## config.mk

```make
export PLATFORM = sky130hd
export DESIGN_NAME = enemy_bank_flat
export DESIGN_NICKNAME = d
export VERILOG_FILES = /design/src/rtl/enemy_bank_pkg.sv /design/src/rtl/enemy_bank_if.sv /design/src/rtl/enemy_bank_axis_step.sv /design/src/rtl/enemy_bank.sv /design/src/flat_wrapper.sv
export SDC_FILE = /design/constraint.sdc
export NUM_CORES = 1
export LEC_CHECK = 0
export BUFFER_PORTS_ARGS = -buffer_cell sky130_fd_sc_hd__buf_2
export CAP_MARGIN = 0
export CORE_ASPECT_RATIO = 2
export CORE_MARGIN = 4
export CORE_UTILIZATION = 62
export DETAILED_ROUTE_END_ITERATION = 7
export PLACE_DENSITY = 0.86
export SKIP_CTS_REPAIR_TIMING = 1
export SLEW_MARGIN = 0
export SYNTH_ARGS = -nofsm -noshare
export SYNTH_HDL_FRONTEND = slang
export SYNTH_SLANG_ARGS = --single-unit
```

## constraint.sdc

```tcl
create_clock -name clk -period 15.9 [get_ports clk]
set_input_delay 2.385 -clock clk [delete_from_list [all_inputs] [get_ports clk]]
set_output_delay 2.385 -clock clk [all_outputs]
set_load 0.1 [all_outputs]
```

## src/rtl/enemy_bank_pkg.sv

```systemverilog
// Shared constants and FSM encoding for the dodge-game enemy controller.
package game_pkg;

    localparam int unsigned SCREEN_W     = 160;
    localparam int unsigned SCREEN_H     = 120;
    localparam int unsigned PLAYER_WIDTH = 3;

    localparam int unsigned X_W   = 8;
    localparam int unsigned Y_W   = 7;
    localparam int unsigned W_W   = 3;
    localparam int unsigned D_W   = 3;
    localparam int unsigned IDX_W = 4;

    typedef enum logic [1:0] {
        ST_IDLE,
        ST_STEP,
        ST_CHECK,
        ST_DRAW
    } state_t;

endpackage

```

## src/rtl/enemy_bank_if.sv

```systemverilog
// Snapshot stream between the enemy bank and the VGA drawer.
interface enemy_bank_if;
    import game_pkg::*;

    logic             draw_req;
    logic             obj_valid;
    logic [IDX_W-1:0] obj_idx;
    logic [X_W-1:0]   obj_x;
    logic [Y_W-1:0]   obj_y;
    logic [W_W-1:0]   obj_width;
    logic             frame_done;

    modport master (
        output draw_req,
        input  obj_valid, obj_idx, obj_x, obj_y, obj_width, frame_done
    );

    modport slave (
        input  draw_req,
        output obj_valid, obj_idx, obj_x, obj_y, obj_width, frame_done
    );

endinterface

```

## src/rtl/enemy_bank_axis_step.sv

```systemverilog
// Single-axis bounce step: next position and direction for one enemy on one axis.
module axis_step #(
    parameter int unsigned EXTENT = 160,
    parameter int unsigned CW     = 8
) (
    input  logic [CW-1:0] pos,
    input  logic [2:0]    size,
    input  logic [2:0]    step,
    input  logic          neg,
    output logic [CW-1:0] next_pos,
    output logic          next_neg
);

    logic [CW:0] pos_w;
    logic [CW:0] size_w;
    logic [CW:0] step_w;
    logic [CW:0] far_edge;

    always_comb begin
        pos_w    = {1'b0, pos};
        size_w   = (CW+1)'(size);
        step_w   = (CW+1)'(step);
        far_edge = pos_w + size_w + step_w;
        next_pos = pos;
        next_neg = neg;
        // A zero step must neither move nor flip, even when sitting on an edge.
        if (step != '0) begin
            if (neg) begin
                if (pos_w <= step_w) begin
                    next_pos = '0;
                    next_neg = 1'b0;
                end else begin
                    next_pos = pos - CW'(step);
                end
            end else begin
                if (far_edge >= (CW+1)'(EXTENT)) begin
                    next_pos = CW'((CW+1)'(EXTENT) - size_w);
                    next_neg = 1'b1;
                end else begin
                    next_pos = pos + CW'(step);
                end
            end
        end
    end

endmodule

```

## src/rtl/enemy_bank.sv

```systemverilog
// Multi-enemy controller: time-multiplexed movement, per-slot collision latch,
// and one-slot-per-cycle snapshot streaming to the drawer.
module enemy_bank #(
    parameter int unsigned N_ENEMIES    = 4,
    parameter int unsigned SCREEN_W     = game_pkg::SCREEN_W,
    parameter int unsigned SCREEN_H     = game_pkg::SCREEN_H,
    parameter int unsigned PLAYER_WIDTH = game_pkg::PLAYER_WIDTH,
    parameter int unsigned RATE_DIV     = 1000000
) (
    input  logic                     clk,
    input  logic                     resetn,
    input  logic                     load_level,
    input  logic                     play,
    input  logic [8*N_ENEMIES-1:0]   start_x,
    input  logic [7*N_ENEMIES-1:0]   start_y,
    input  logic [3*N_ENEMIES-1:0]   d_x,
    input  logic [3*N_ENEMIES-1:0]   d_y,
    input  logic [3*N_ENEMIES-1:0]   width,
    input  logic [N_ENEMIES-1:0]     leftwards,
    input  logic [N_ENEMIES-1:0]     upwards,
    input  logic [7:0]               player_x,
    input  logic [6:0]               player_y,
    enemy_bank_if.slave              drw,
    output logic                     move,
    output logic [N_ENEMIES-1:0]     hit_mask,
    output logic                     player_hit,
    output logic                     busy
);
    import game_pkg::*;

    localparam int unsigned IW    = (N_ENEMIES > 1) ? $clog2(N_ENEMIES) : 1;
    localparam int unsigned CNT_W = $clog2(RATE_DIV);
    localparam logic [IW-1:0]    LAST    = IW'(N_ENEMIES - 1);
    localparam logic [CNT_W-1:0] CNT_MAX = CNT_W'(RATE_DIV - 1);

    state_t        state, state_next;
    logic [IW-1:0] idx, idx_next;
    logic          last;
    logic          step_en, check_en;

    logic [X_W-1:0] pos_x  [N_ENEMIES];
    logic [Y_W-1:0] pos_y  [N_ENEMIES];
    logic [W_W-1:0] size   [N_ENEMIES];
    logic [D_W-1:0] step_x [N_ENEMIES];
    logic [D_W-1:0] step_y [N_ENEMIES];
    logic           dir_l  [N_ENEMIES];
    logic           dir_u  [N_ENEMIES];

    logic [CNT_W-1:0] cnt;
    logic             tick_pend;

    logic [X_W-1:0] nx;
    logic [Y_W-1:0] ny;
    logic           nl, nu;
    logic           hit_now;

    assign last = (idx == LAST);

    axis_step #(.EXTENT(SCREEN_W), .CW(X_W)) u_step_x (
        .pos(pos_x[idx]), .size(size[idx]), .step(step_x[idx]), .neg(dir_l[idx]),
        .next_pos(nx), .next_neg(nl)
    );

    axis_step #(.EXTENT(SCREEN_H), .CW(Y_W)) u_step_y (
        .pos(pos_y[idx]), .size(size[idx]), .step(step_y[idx]), .neg(dir_u[idx]),
        .next_pos(ny), .next_neg(nu)
    );

    always_comb begin
        hit_now = (size[idx] != '0)
            && ({1'b0, player_x} < {1'b0, pos_x[idx]} + 9'(size[idx]))
            && ({1'b0, pos_x[idx]} < {1'b0, player_x} + 9'(PLAYER_WIDTH))
            && ({1'b0, player_y} < {1'b0, pos_y[idx]} + 8'(size[idx]))
            && ({1'b0, pos_y[idx]} < {1'b0, player_y} + 8'(PLAYER_WIDTH));
    end

    always_ff @(posedge clk) begin : state_reg
        if (!resetn) begin
            state <= ST_IDLE;
            idx   <= '0;
        end else begin
            state <= state_next;
            idx   <= idx_next;
        end
    end

    always_comb begin : next_state
        state_next = state;
        idx_next   = '0;
        if (load_level) begin
            state_next = ST_IDLE;
        end else begin
            case (state)
                ST_IDLE: begin
                    if (tick_pend)         state_next = ST_STEP;
                    else if (drw.draw_req) state_next = ST_DRAW;
                end
                ST_STEP: begin
                    if (last) state_next = ST_CHECK;
                    else      idx_next   = idx + 1'b1;
                end
                ST_CHECK, ST_DRAW: begin
                    if (last) state_next = ST_IDLE;
                    else      idx_next   = idx + 1'b1;
                end
                default: state_next = ST_IDLE;
            endcase
        end
    end

    always_comb begin : outputs
        busy       = (state != ST_IDLE);
        step_en    = (state == ST_STEP);
        check_en   = (state == ST_CHECK);
        player_hit = |hit_mask;
    end

    always_ff @(posedge clk) begin : tick_gen
        if (!resetn || load_level) begin
            cnt       <= '0;
            tick_pend <= 1'b0;
        end else begin
            if (play) cnt <= (cnt == CNT_MAX) ? '0 : cnt + 1'b1;
            // A fresh wrap wins over the clear so a tick landing on the IDLE handoff is kept.
            if (play && cnt == CNT_MAX)            tick_pend <= 1'b1;
            else if (state == ST_IDLE && tick_pend) tick_pend <= 1'b0;
        end
    end

    always_ff @(posedge clk) begin : slot_regs
        if (!resetn) begin
            for (int unsigned i = 0; i < N_ENEMIES; i++) begin
                pos_x[i]  <= '0;
                pos_y[i]  <= '0;
                size[i]   <= '0;
                step_x[i] <= '0;
                step_y[i] <= '0;
                dir_l[i]  <= 1'b0;
                dir_u[i]  <= 1'b0;
            end
        end else if (load_level) begin
            for (int unsigned i = 0; i < N_ENEMIES; i++) begin
                pos_x[i]  <= start_x[X_W*i +: X_W];
                pos_y[i]  <= start_y[Y_W*i +: Y_W];
                size[i]   <= width[W_W*i +: W_W];
                step_x[i] <= d_x[D_W*i +: D_W];
                step_y[i] <= d_y[D_W*i +: D_W];
                dir_l[i]  <= leftwards[i];
                dir_u[i]  <= upwards[i];
            end
        end else if (step_en && size[idx] != '0) begin
            pos_x[idx] <= nx;
            pos_y[idx] <= ny;
            dir_l[idx] <= nl;
            dir_u[idx] <= nu;
        end
    end

    always_ff @(posedge clk) begin : hit_regs
        if (!resetn || load_level) begin
            hit_mask <= '0;
            move     <= 1'b0;
        end else begin
            move <= check_en && last;
            if (check_en && hit_now) hit_mask[idx] <= 1'b1;
        end
    end

    // Stream registers load from the next-state slot so data lines up with DRAW cycles.
    always_ff @(posedge clk) begin : obj_regs
        if (!resetn || state_next != ST_DRAW) begin
            drw.obj_valid  <= 1'b0;
            drw.obj_idx    <= '0;
            drw.obj_x      <= '0;
            drw.obj_y      <= '0;
            drw.obj_width  <= '0;
            drw.frame_done <= 1'b0;
        end else begin
            drw.obj_valid  <= (size[idx_next] != '0);
            drw.obj_idx    <= IDX_W'(idx_next);
            drw.obj_x      <= pos_x[idx_next];
            drw.obj_y      <= pos_y[idx_next];
            drw.obj_width  <= size[idx_next];
            drw.frame_done <= (idx_next == LAST);
        end
    end

endmodule

```

## src/flat_wrapper.sv

```systemverilog
// flat-port wrapper written by rule: the top's interface ports become plain ports
module enemy_bank_flat import game_pkg::*;
#(
    parameter int unsigned N_ENEMIES    = 4,
    parameter int unsigned SCREEN_W     = game_pkg::SCREEN_W,
    parameter int unsigned SCREEN_H     = game_pkg::SCREEN_H,
    parameter int unsigned PLAYER_WIDTH = game_pkg::PLAYER_WIDTH,
    parameter int unsigned RATE_DIV     = 1000000
)
  (clk, resetn, load_level, play, start_x, start_y, d_x, d_y, width, leftwards, upwards, player_x, player_y, move, hit_mask, player_hit, busy, drw_draw_req, drw_obj_valid, drw_obj_idx, drw_obj_x, drw_obj_y, drw_obj_width, drw_frame_done);
  enemy_bank_if drw_i ();
  input  logic clk;
  input  logic resetn;
  input  logic load_level;
  input  logic play;
  input  logic [8*N_ENEMIES-1:0] start_x;
  input  logic [7*N_ENEMIES-1:0] start_y;
  input  logic [3*N_ENEMIES-1:0] d_x;
  input  logic [3*N_ENEMIES-1:0] d_y;
  input  logic [3*N_ENEMIES-1:0] width;
  input  logic [N_ENEMIES-1:0] leftwards;
  input  logic [N_ENEMIES-1:0] upwards;
  input  logic [7:0] player_x;
  input  logic [6:0] player_y;
  output logic move;
  output logic [N_ENEMIES-1:0] hit_mask;
  output logic player_hit;
  output logic busy;
  input wire logic [$bits(drw_i.draw_req)-1:0] drw_draw_req;
  output wire logic [$bits(drw_i.obj_valid)-1:0] drw_obj_valid;
  output wire logic [$bits(drw_i.obj_idx)-1:0] drw_obj_idx;
  output wire logic [$bits(drw_i.obj_x)-1:0] drw_obj_x;
  output wire logic [$bits(drw_i.obj_y)-1:0] drw_obj_y;
  output wire logic [$bits(drw_i.obj_width)-1:0] drw_obj_width;
  output wire logic [$bits(drw_i.frame_done)-1:0] drw_frame_done;
  assign drw_i.draw_req = drw_draw_req;
  assign drw_obj_valid = drw_i.obj_valid;
  assign drw_obj_idx = drw_i.obj_idx;
  assign drw_obj_x = drw_i.obj_x;
  assign drw_obj_y = drw_i.obj_y;
  assign drw_obj_width = drw_i.obj_width;
  assign drw_frame_done = drw_i.frame_done;
  enemy_bank #(.N_ENEMIES(N_ENEMIES), .SCREEN_W(SCREEN_W), .SCREEN_H(SCREEN_H), .PLAYER_WIDTH(PLAYER_WIDTH), .RATE_DIV(RATE_DIV)) u_core (.clk(clk), .resetn(resetn), .load_level(load_level), .play(play), .start_x(start_x), .start_y(start_y), .d_x(d_x), .d_y(d_y), .width(width), .leftwards(leftwards), .upwards(upwards), .player_x(player_x), .player_y(player_y), .drw(drw_i), .move(move), .hit_mask(hit_mask), .player_hit(player_hit), .busy(busy));
endmodule
```

Word-level counts from Yosys, hierarchy flattened
Memory sizes are Yosys's and may differ from the RTL's. A register that Yosys moved wholly into a read port is not among the register bits.
Cells that the tools add are included.

storage, ports and cells
  register bits = 39
  memory bits (writable) = 104
  input bits = 124
  output and inout port bits = 31
  memories kept = 7

cells by class
  add/subtract/negate cells = 14
  $lt $le $gt $ge = 10
  equality and inequality tests = 7
  multiplexer cells = 85
  bitwise logic cells = 29
  reduce and logical (&&, ||, !) cells = 27

memories
  name           depth  width  rd ports  clocked after memory_dff  wr ports  RTL line          RTL
  u_core.pos_x   4      8      2         2                         4         enemy_bank.sv:41  logic [X_W-1:0] pos_x [N_ENEMIES];
  u_core.pos_y   4      7      2         2                         4         enemy_bank.sv:42  logic [Y_W-1:0] pos_y [N_ENEMIES];
  u_core.size    4      3      2         1                         4         enemy_bank.sv:43  logic [W_W-1:0] size [N_ENEMIES];
  u_core.step_x  4      3      1         1                         4         enemy_bank.sv:44  logic [D_W-1:0] step_x [N_ENEMIES];
  u_core.step_y  4      3      1         1                         4         enemy_bank.sv:45  logic [D_W-1:0] step_y [N_ENEMIES];
  u_core.dir_l   4      1      1         1                         4         enemy_bank.sv:46  logic dir_l [N_ENEMIES];
  +1 memories    n/a    n/a    n/a       n/a                       n/a       n/a

operators by type and width
  kind                   number
  $mux 8                 9
  $mux 7                 9
  $mux 2                 19
  $mux 3                 12
  $mux 1                 33
  $or 1x1->1             28
  $add 20x1->20 const B  1
  $eq 20x20->1 const B   1
  $mux 20                1
  $lt 8x9->1             2
  $add 8x3->8            2
  $lt 7x8->1             2
  $reduce_bool 3->1      4
  $logic_and 1x1->1      10
  $add 8x2->9 const B    1
  $add 8x3->9            1
  $add 9x3->9            1
  $ge 9x8->1 const B     1
  $add 7x2->8 const B    1
  $add 7x3->8            1
  $eq 2x2->1 const B     4
  $ge 8x7->1 const B     1
  $le 8x3->1             1
  $reduce_or 8->1        1
  23 further kinds       26

Depth between registers and ports, before layout
  depth after elaboration = 8
  mapped depth = 17
  mapped depth without buffers = 14

Modules after synthesis
From an unflattened synthesis, not the netlist that was laid out.

unflattened totals
  cells, all modules = 932
  area total of the unflattened synthesis = 10,068.4 um^2

by module, submodules not included
  module                        instances  cells an instance  area each (um^2)  sequential area each (um^2)
  enemy_bank                    1          693                8,249.2           4,103.9
  axis_step at u_core.u_step_x  1          126                957.2             0.0
  axis_step at u_core.u_step_y  1          113                862.1             0.0

Worst setup path before layout
Ideal clock, no wire load.

  kind = input to register
  from = input port resetn
  to = memory u_core.pos_x[2][0], enable pin
  setup time = 0.366 ns
  arrival time = 5.329 ns
  required time = 15.534 ns
  slack = 10.205 ns
  cell stages on the path = 7
  path buffers = 1
  path through = clkinv_1 nor2_1 clkinv_1 nor4b_1 nand2_1 clkbuf_1 nand2_1

RTL lines
  element             RTL line            RTL
  start: declaration  flat_wrapper.sv:13  input logic resetn;
  end: declaration    enemy_bank.sv:41

==> impl_metrics.ini <==
[setup_path]
ff2ff_setup_slack_ns = 9.92
worstPathRequired_ns = 15.95
timing.rr.start = u_core.idx[0]$_SDFF_PN0_
crit_type = input port to flop
crit_chain = buf_2, clkinv_1, nor2_1, clkinv_1, buf_4, nor4b_1, nand2_1, nand2_1
slowest_delay_ns = 0.89
cp-start-kind = input port
r2r_end = u_core.pos_y[2][6]$_DFFE_PP_
rr_worst_depth = 14
crit_fanout = 43
worstSetupEndpointType = flop
critPathArrivalTime_ns = 6.61
critPathSlowestCell = nor4b_1

[clock_network]
insertion_delay_ns = 0.43
clock_sinks = 156
cts_inserted_buffers = 17
htree_levels = 4
cts_root_buf = clkbuf_16
clk_pin_slew_ns = 0.06
clockBufferDepth = 2
cts_tree = built

[finish]
n_antenna_cell = 0
synthToLayoutAreaGrowth_pct = 14.3
regArea_um2 = 4110
drive_gt1_share_pct = 22.2
largest_reg_flops = 32
reg_top3 = u_core.pos_x (32), u_core.pos_y (28), u_core.cnt (20)
nets = 1254
top_register = u_core.pos_x
nFillCells = 1117
multi_input_comb_area_um2 = 5290

[timing]
final-max-slew-violation-count = 0
finalClockSkew_ns = 0.00560
hold_viol = 0
fmaxAchievable_mhz = 153
max_slew_margin_pct = 28.4
worst_pin_slew_ns = 1.07
period_needed_ns = 6.55
rsz0062_at_grt = false
post-route-period-util_pct = 41.2
finalSetupViolations = 0
fin_tns_setup_ns = 0

[synthesis]
ys_seq_area_share_pct = 41.9
synth_top_cell_area_share_pct = 30.1
ys_warn_count = 0
syn_area_um2 = 9790
synth_edf_count = 98
yosysTopAreaCell = edfxtp_1
synthCells = 940
yosys.cell_types.count = 67
syn_area_per_cell_um2 = 10.4
synth.most_common_cell = edfxtp_1
synthTopCellsByArea = edfxtp_1 30%, dfxtp_1 12%, mux4_2 9.7%
async_flop_share_pct = 0
synth_common_cells = 98 x edfxtp_1, 97 x nand2_1, 66 x nor2_1
synth-seq-cells = 156
ys.flop_type = edfxtp_1

[grt]
grt_use_met3_pct = 5.85
grt_pass1_vias = 8410
antenna_found_initial = 0
grt_pass1_wl_um = 42000
gr-usage-met2_pct = 55.4
grt_max_degree = 63
top_usage_layer = met2
met1_usage_pct = 29.9
grt_overflow = 0
grt_usage_pct = 29.9

[floorplan]
dieArea_um2 = 18000
core_area_um2 = 15400
rows = 64
die_x_um = 96.8
die_height_um = 186
io_pins = 155
initial_core_util_pct = 63.6

[placement]
place.detailed.hpwl_um = 20000
globalplace.congestion = 0.952
port_buffers = 152

[worst_hold_path]
min-delay-start = u_core.tick_pend$_SDFFE_PP0P_
hp-class = flop to flop
whs_path_depth = 2
hold_end = u_core.tick_pend$_SDFFE_PP0P_

[detailed_routing]
drt_iter0_drc = 705
finalWirelength_um = 26800
num_vias = 8231
first_pass_iters = 6
viasPerCell = 6.46
drc = 0
ant_nets = 0
wire_per_inst_um = 21.0

[run]
drv_cap = 0

[power]
power_mw = 1.12
ir_drop_mv = 0.126
p_leak_nw = 4.70
p_per_area_nw_per_um2 = 99.8

[status]
status = completed
per-layer routing:
metal / vias up / routed length (um)
met1: 3839 / 8590
met4: 0 / 1990
met5: - / 0
li1: 3723 / -
met3: 151 / 1980
met2: 518 / 14200
final cells by class:
class	instances	share of cell area, %
clock buffer	19	3.87
clock inverter	13	1.34
inverter	43	1.44
multi-input combinational	689	47.3
sequential	156	36.7
tap	198	2.21
timing repair buffer	157	7.14
cells by family after synthesis:
| kind of cell | count (synthesis) | share of synthesized area, % |
|---|---|---|
| other cells | 1 | 0.0383 |
| simple gates | 311 | 15.6 |
| flops | 156 | 41.9 |
| fa+ha+maj | 66 | 9.05 |
| compound gates | 212 | 14.3 |
| buf+inv | 96 | 4.05 |
| xor+xnor | 46 | 4.12 |
| mux | 52 | 10.9 |
layout by cell type, fill, tap and decap left out, types with 9 or more instances in the layout:
cell,n
nand3_1,16
o31ai_1,19
ha_1,58
o21a_1,10
nand2_1,97
and3_1,41
nand4_1,9
a21o_1,17
o22ai_1,12
o21ai_0,57
nor3_1,16
a22o_1,16
buf_2,152
nor2b_1,25
xor2_1,29
a21oi_1,39
xnor2_1,17
edfxtp_1,98
clkbuf_16,17
dfxtp_1,57
inv_1,41
mux4_2,42
nor2_1,66
critical path, delay by kind of cell:
family | cells | cell delay, ns
buffers and inverters | 4 | 1.21
AND/OR/NAND/NOR | 4 | 3.00
stage by stage:
stage | utilization (%) | instance area (um2) | hold WS [ns] | setup WS [ns] | cells
after floorplan | - | 9790 | 0.458 | 10.21 | 941
after global placement | 69.0 | 10600 | 0.472 | 9.26 | 1243
after detailed placement | 69.0 | 10600 | 0.496 | 9.02 | 1243
after CTS | 72.8 | 11200 | 0.499 | 9.42 | 1275
after global routing | 72.8 | 11200 | 0.516 | 8.89 | 1275
final | 72.8 | 11200 | 0.498 | 9.35 | 1275
how the worst max path moves through the flow:
| stage | start | to | slack (ns) | depth (start not counted) |
|---|---|---|---|---|
| after floorplan | resetn | u_core.pos_x[2][0]$_DFFE_PP_ | 10.21 | 7 |
| after global placement | resetn | u_core.pos_x[0][2]$_DFFE_PP_ | 9.26 | 8 |
| after detailed placement | resetn | u_core.pos_x[0][2]$_DFFE_PP_ | 9.02 | 8 |
| after CTS | resetn | u_core.pos_x[0][2]$_DFFE_PP_ | 9.42 | 8 |
| after global routing | resetn | u_core.pos_x[0][3]$_DFFE_PP_ | 8.89 | 8 |
| final | resetn | u_core.pos_x[0][4]$_DFFE_PP_ | 9.35 | 8 |
report_power, final:
group / switching, mW / total (mW) / internal (mW)
Combinational: 0.149 / 0.244 / 0.0951
Sequential: 0.0128 / 0.468 / 0.455
Clock: 0.160 / 0.404 / 0.244
Total: 0.322 / 1.12 / 0.795
No activity file was read; power rests on OpenSTA's default activity.
